--- src/rtl/cuckoo_pkg.sv ---
// Constants shared by the cuckoo-hash feeder, the insertion engine and the table storage.
package cuckoo_pkg;

   localparam int KEY_W    = 32;
   localparam int IDX_W    = 5;
   localparam int TBL_SIZE = 2 ** IDX_W;

   localparam logic [KEY_W-1:0] H1_MULT = 32'h9E3779B1;
   localparam logic [KEY_W-1:0] H2_MULT = 32'h85EBCA77;

endpackage

--- src/rtl/hash_key_fifo.sv ---
// Circular FIFO with occupancy count; push when full and pop when empty are ignored.
module hash_key_fifo #(
   parameter int WIDTH = 32,
   parameter int DEPTH = 4,
   localparam int PTR_W = $clog2(DEPTH),
   localparam int CNT_W = PTR_W + 1
) (
   input  logic             clk,
   input  logic             reset,
   input  logic             push,
   input  logic [WIDTH-1:0] wdata,
   input  logic             pop,
   output logic [WIDTH-1:0] rdata,
   output logic             full,
   output logic             empty,
   output logic [CNT_W-1:0] count
);

   logic [WIDTH-1:0] mem [DEPTH];
   logic [PTR_W-1:0] wr_ptr;
   logic [PTR_W-1:0] rd_ptr;
   logic             do_push;
   logic             do_pop;

   assign full    = (count == CNT_W'(DEPTH));
   assign empty   = (count == '0);
   assign do_push = push && !full;
   assign do_pop  = pop && !empty;
   assign rdata   = mem[rd_ptr];

   // Pointers wrap naturally because DEPTH is a power of two.
   always_ff @(posedge clk) begin
      if (!reset) begin
         wr_ptr <= '0;
         rd_ptr <= '0;
         count  <= '0;
      end else begin
         if (do_push) wr_ptr <= wr_ptr + PTR_W'(1);
         if (do_pop)  rd_ptr <= rd_ptr + PTR_W'(1);
         case ({do_push, do_pop})
            2'b10:   count <= count + CNT_W'(1);
            2'b01:   count <= count - CNT_W'(1);
            default: count <= count;
         endcase
      end
   end

   always_ff @(posedge clk) begin
      if (do_push) mem[wr_ptr] <= wdata;
   end

endmodule

--- src/rtl/cuckoo_hash_gen.sv ---
// Key feeder for the cuckoo insertion engine: buffers keys, hashes them into two
// distinct table slots, and hands key plus slot pair downstream over valid/ready.
module cuckoo_hash_gen #(
   parameter int                         IDX_W      = cuckoo_pkg::IDX_W,
   parameter int                         FIFO_DEPTH = 4,
   parameter logic [cuckoo_pkg::KEY_W-1:0] H1_MULT  = cuckoo_pkg::H1_MULT,
   parameter logic [cuckoo_pkg::KEY_W-1:0] H2_MULT  = cuckoo_pkg::H2_MULT
) (
   input  logic                          clk,
   input  logic                          reset,
   input  logic                          in_valid,
   input  logic [cuckoo_pkg::KEY_W-1:0]  in_key,
   output logic                          in_ready,
   output logic                          out_valid,
   output logic [cuckoo_pkg::KEY_W-1:0]  out_num,
   output logic [IDX_W-1:0]              out_index1,
   output logic [IDX_W-1:0]              out_index2,
   input  logic                          out_ready,
   output logic [$clog2(FIFO_DEPTH):0]   fifo_count,
   output logic [15:0]                   keys_issued,
   output logic                          busy
);

   import cuckoo_pkg::KEY_W;

   logic             ready_en;
   logic             fifo_full;
   logic             fifo_empty;
   logic [KEY_W-1:0] fifo_head;
   logic [KEY_W-1:0] prod1;
   logic [KEY_W-1:0] prod2;

   logic             s1_valid;
   logic [KEY_W-1:0] s1_key;
   logic [IDX_W-1:0] s1_h1;
   logic [IDX_W-1:0] s1_h2;

   logic             s2_fire;
   logic             s1_adv;
   logic             s1_load;
   logic [IDX_W-1:0] idx2;

   // Holds in_ready low through reset and for the first edge after release.
   always_ff @(posedge clk) begin
      if (!reset) ready_en <= 1'b0;
      else        ready_en <= 1'b1;
   end

   assign in_ready = ready_en && !fifo_full;
   assign s2_fire  = out_valid && out_ready;
   assign s1_adv   = s1_valid && (!out_valid || out_ready);
   assign s1_load  = !fifo_empty && (!s1_valid || s1_adv);

   hash_key_fifo #(
      .WIDTH (KEY_W),
      .DEPTH (FIFO_DEPTH)
   ) u_fifo (
      .clk   (clk),
      .reset (reset),
      .push  (in_valid && in_ready),
      .wdata (in_key),
      .pop   (s1_load),
      .rdata (fifo_head),
      .full  (fifo_full),
      .empty (fifo_empty),
      .count (fifo_count)
   );

   assign prod1 = fifo_head * H1_MULT;
   assign prod2 = fifo_head * H2_MULT;

   // Only the top IDX_W bits of each product ever select a slot, so only those are kept.
   always_ff @(posedge clk) begin
      if (!reset) begin
         s1_valid <= 1'b0;
         s1_key   <= '0;
         s1_h1    <= '0;
         s1_h2    <= '0;
      end else if (s1_load) begin
         s1_valid <= 1'b1;
         s1_key   <= fifo_head;
         s1_h1    <= prod1[KEY_W-1 -: IDX_W];
         s1_h2    <= prod2[KEY_W-1 -: IDX_W];
      end else if (s1_adv) begin
         s1_valid <= 1'b0;
      end
   end

   // A key must land in two different slots, so a collision flips the LSB of slot 1.
   assign idx2 = (s1_h2 != s1_h1) ? s1_h2 : (s1_h1 ^ IDX_W'(1));

   always_ff @(posedge clk) begin
      if (!reset) begin
         out_valid  <= 1'b0;
         out_num    <= '0;
         out_index1 <= '0;
         out_index2 <= '0;
      end else if (s1_adv) begin
         out_valid  <= 1'b1;
         out_num    <= s1_key;
         out_index1 <= s1_h1;
         out_index2 <= idx2;
      end else if (s2_fire) begin
         out_valid  <= 1'b0;
      end
   end

   always_ff @(posedge clk) begin
      if (!reset)       keys_issued <= '0;
      else if (s2_fire) keys_issued <= keys_issued + 16'd1;
   end

   assign busy = (fifo_count != '0) || s1_valid || out_valid;

endmodule

--- config.mk ---
export PLATFORM = sky130hd
export DESIGN_NAME = cuckoo_hash_gen
export DESIGN_NICKNAME = d
export VERILOG_FILES = /design/src/rtl/cuckoo_pkg.sv /design/src/rtl/hash_key_fifo.sv /design/src/rtl/cuckoo_hash_gen.sv
export SDC_FILE = /design/constraint.sdc
export NUM_CORES = 1
export LEC_CHECK = 0
export CELL_PAD_IN_SITES_DETAIL_PLACEMENT = 0
export CELL_PAD_IN_SITES_GLOBAL_PLACEMENT = 1
export CORE_MARGIN = 10
export CORE_UTILIZATION = 45
export CTS_CLUSTER_SIZE = 8
export DETAILED_ROUTE_END_ITERATION = 10
export MAX_ROUTING_LAYER = met4
export PLACE_DENSITY_LB_ADDON = 0.1
export SLEW_MARGIN = 20
export SYNTH_ARGS = -nofsm -noshare
export SYNTH_HDL_FRONTEND = slang
export SYNTH_SLANG_ARGS = --single-unit
--- constraint.sdc ---
create_clock -name clk -period 12.6 [get_ports clk]
set_input_delay 1.89 -clock clk [delete_from_list [all_inputs] [get_ports clk]]
set_output_delay 1.89 -clock clk [all_outputs]
set_load 0.005 [all_outputs]
==> run summary <==
CTS Root Buffer Type: clkbuf_16
CP top delay family: adder cells
Worst path slowest cell: mux4_1
Total die area: 65600 um2
Synth area leader: fa_1
Slew HR: 35.2%
Initial Util: 45.5%
Register area share after synthesis: 24.2%
Largest net degree at the start of global routing: 58
Grt total ovfl: 0
Hold Path Sink: out_index2[3]$_SDFFE_PN0P_
PortBufs: 99
Max Freq: 111 MHz
Crit share post-route: 71.2%
Final hold violations: 0
DR vias: 15.6k
Run status: completed
Hold WS: 0.452 ns
CTS Buf Count: 36
Post-synth cell types: 54
HP Start: out_index2[3]$_SDFFE_PN0P_
Syn avg cell area: 11.1 um2
Hold buffer count at CTS: 0
Yosys top cell area share: 33.8%
Crit path largest cell delay: 0.85 ns
First-pass GRT wire length: 110 mm
Crit-path max FO: 18
Place WS: 3.63 ns
CTS tree: yes
Post-CTS setup buffers: 0
Final worst slack: 3.63 ns
Remaining DRCs: 0
Width of the die: 256 um
Maxcap violations: 0
Async SR Flop Fraction: 0%
Hold Path Depth: 2
Final Util: 50.8%
Req. time, crit path: 13.03 ns
R2r setup slk: 3.63 ns
Antenna violations before repair: 0
Syn_nets: 3050
Max-slew violations: 0
CP Class: reg2reg
Largest cells by area after synthesis: fa_1 34%, ha_1 17%, edfxtp_1 15%
RSZ-0062 raised after global routing: false
Area Overhead vs Synth: 11.6%
Top FF cell, synth: edfxtp_1
Cts repair resizes: 0
IO Count: 100
Core ar.: 55200 um2
Crit path time final: 8.97 ns
Commonest cells post-synth: 667 x inv_1, 424 x fa_1, 333 x ha_1
Yosys warns: 0
Post-synth EDFFs: 128
Fillers: 5062
Setup TNS: 0 ns
Layout cells sized above 1: 3.64%
GRT Overall Usage: 23.3%
WP buf/inv: 5
Cell count after synthesis: 2257
Worst Skew: 0.0187 ns
Final setup fails: 0
Worst hold path type: reg2reg
Clock-pin slew on the worst setup and hold paths: 0.06 ns
Clock Tree Buf Depth: 3
Reg2reg end: s1_h2[3]$_SDFFE_PN0P_
Drt initial violations: 733
Gpl congestion: 0.953
Clk_lat worst skew: 0.53 ns
Setup crit end kind: register
Num rows: 86
Routed length per instance: 22.9 um
Critical Path Most Common Cell: fa_1
Crit path cell chain: buf_4, mux4_1, inv_1, fa_1, inv_1, ha_1, a21o_1, fa_1, fa_1, inv_1, fa_1, inv_1, fa_1, fa_1, fa_1, ha_1, a21oi_1, o21ai_0, a221o_1, o2bb2ai_1, o31ai_1, a21boi_0, o31ai_1
Clock sink count: 240
Worst-Margin Slew: 0.971 ns
First-pass DRT Iterations: 6
Setup crit start kind: register
DP HPWL: 58.6 mm
Via-to-Cell Ratio: 4.98
#FFs+latches synth: 240
Antenna viol nets, final: 0
Vias in the first global route: 17.7k
H-tree levels: 2
Crit path DAT: 9.41 ns
Worst Reg2Reg Path Length in Cells: 23
Final nets: 3164
Diode count: 0
Detailed Route WL: 71.8 mm
Die Span Y: 256 um
Cell Area, Synth: 25100 um2
Most common cell in the netlist: inv_1
==> registers in the layout (all words and copies together), names as in the netlist, 3 cells and up, named ones only <==
signal,flops
out_num,32
u_fifo.count,3
out_index1,5
s1_key,32
s1_h2,5
s1_h1,5
u_fifo.mem,128
out_index2,5
keys_issued,16
==> logic make-up after synthesis <==
logic type	share of synthesized area, %
flip-flops	24.2
buffers and inverters	10.7
adder cells (fa/ha/maj)	50.4
XOR/XNOR	3.33
AO/OA/AOI/OAI	3.55
AND/OR/NAND/NOR	4.80
multiplexers	3.03
==> layer usage <==
metal / vias up / part of all wire (%) / track usage (%)
met1: 7971 / 41 / 27.7
met5: - / 0 / -
met2: 345 / 52 / 40.1
met4: 0 / 3.7 / 8.35
li1: 7191 / - / -
met3: 101 / 4.0 / 2.93
==> layout make-up <==
class	instances	area (um2)	share of cell area, %
flip-flops and latches	240	6090	21.7
clock inverters	4	77.6	0.277
repair buffers	114	1100	3.94
clock buffers	51	967	3.45
well taps	748	936	3.34
inverters	668	2510	8.95
multi-input cells	1311	16400	58.3
==> layout by cell type (no fill, tap or decap), drive strengths merged, types with 8 or more instances in the layout <==
cell type and count:
a21o 9, a21oi 100, and3 11, buf 15
clkbuf 51, clkdlybuf4s50 99, dfxtp 112, edfxtp 128
fa 424, ha 333, inv 669, mux4 32
nand2 171, nand3 21, nor2 34, nor3 8
xnor2 64, xor2 23
==> worst reg2reg max path, stage by stage (launching register included) <==
cell       delay, ns
dfxtp_1         0.76
buf_4           0.40
mux4_1          0.85
inv_1           0.27
fa_1            0.64
inv_1           0.08
ha_1            0.33
a21o_1          0.27
fa_1            0.47
fa_1            0.57
inv_1           0.07
fa_1            0.54
inv_1           0.05
fa_1            0.45
fa_1            0.51
fa_1            0.42
ha_1            0.29
a21oi_1         0.16
o21ai_0         0.20
a221o_1         0.42
o2bb2ai_1       0.30
o31ai_1         0.43
a21boi_0        0.18
o31ai_1         0.23
==> metrics by stage <==
| stage | cell area [um2] | instances |
|---|---|---|
| after CTS | 28000 | 3136 |
| after global routing | 28000 | 3136 |
| final | 28000 | 3136 |
| after floorplan | 25100 | 2257 |
| after global placement | 27000 | 3081 |
| after detailed placement | 27000 | 3081 |
==> how the worst max path moves through the flow <==
stage                     slack (ns)  cells past startpoint      from                     to
final                           3.63                     23  register  s1_h2[3]$_SDFFE_PN0P_
after global routing            3.10                     23  register  s1_h2[3]$_SDFFE_PN0P_
after CTS                       3.60                     24  register  s1_h1[4]$_SDFFE_PN0P_
after detailed placement        3.63                     24  register  s1_h1[4]$_SDFFE_PN0P_
after global placement          3.71                     24  register  s1_h1[4]$_SDFFE_PN0P_
after floorplan                 4.37                     26  register  s1_h1[4]$_SDFFE_PN0P_
Power is not shown: default switching activity piles up to over one toggle a cycle in this logic, so the estimate is an artifact.
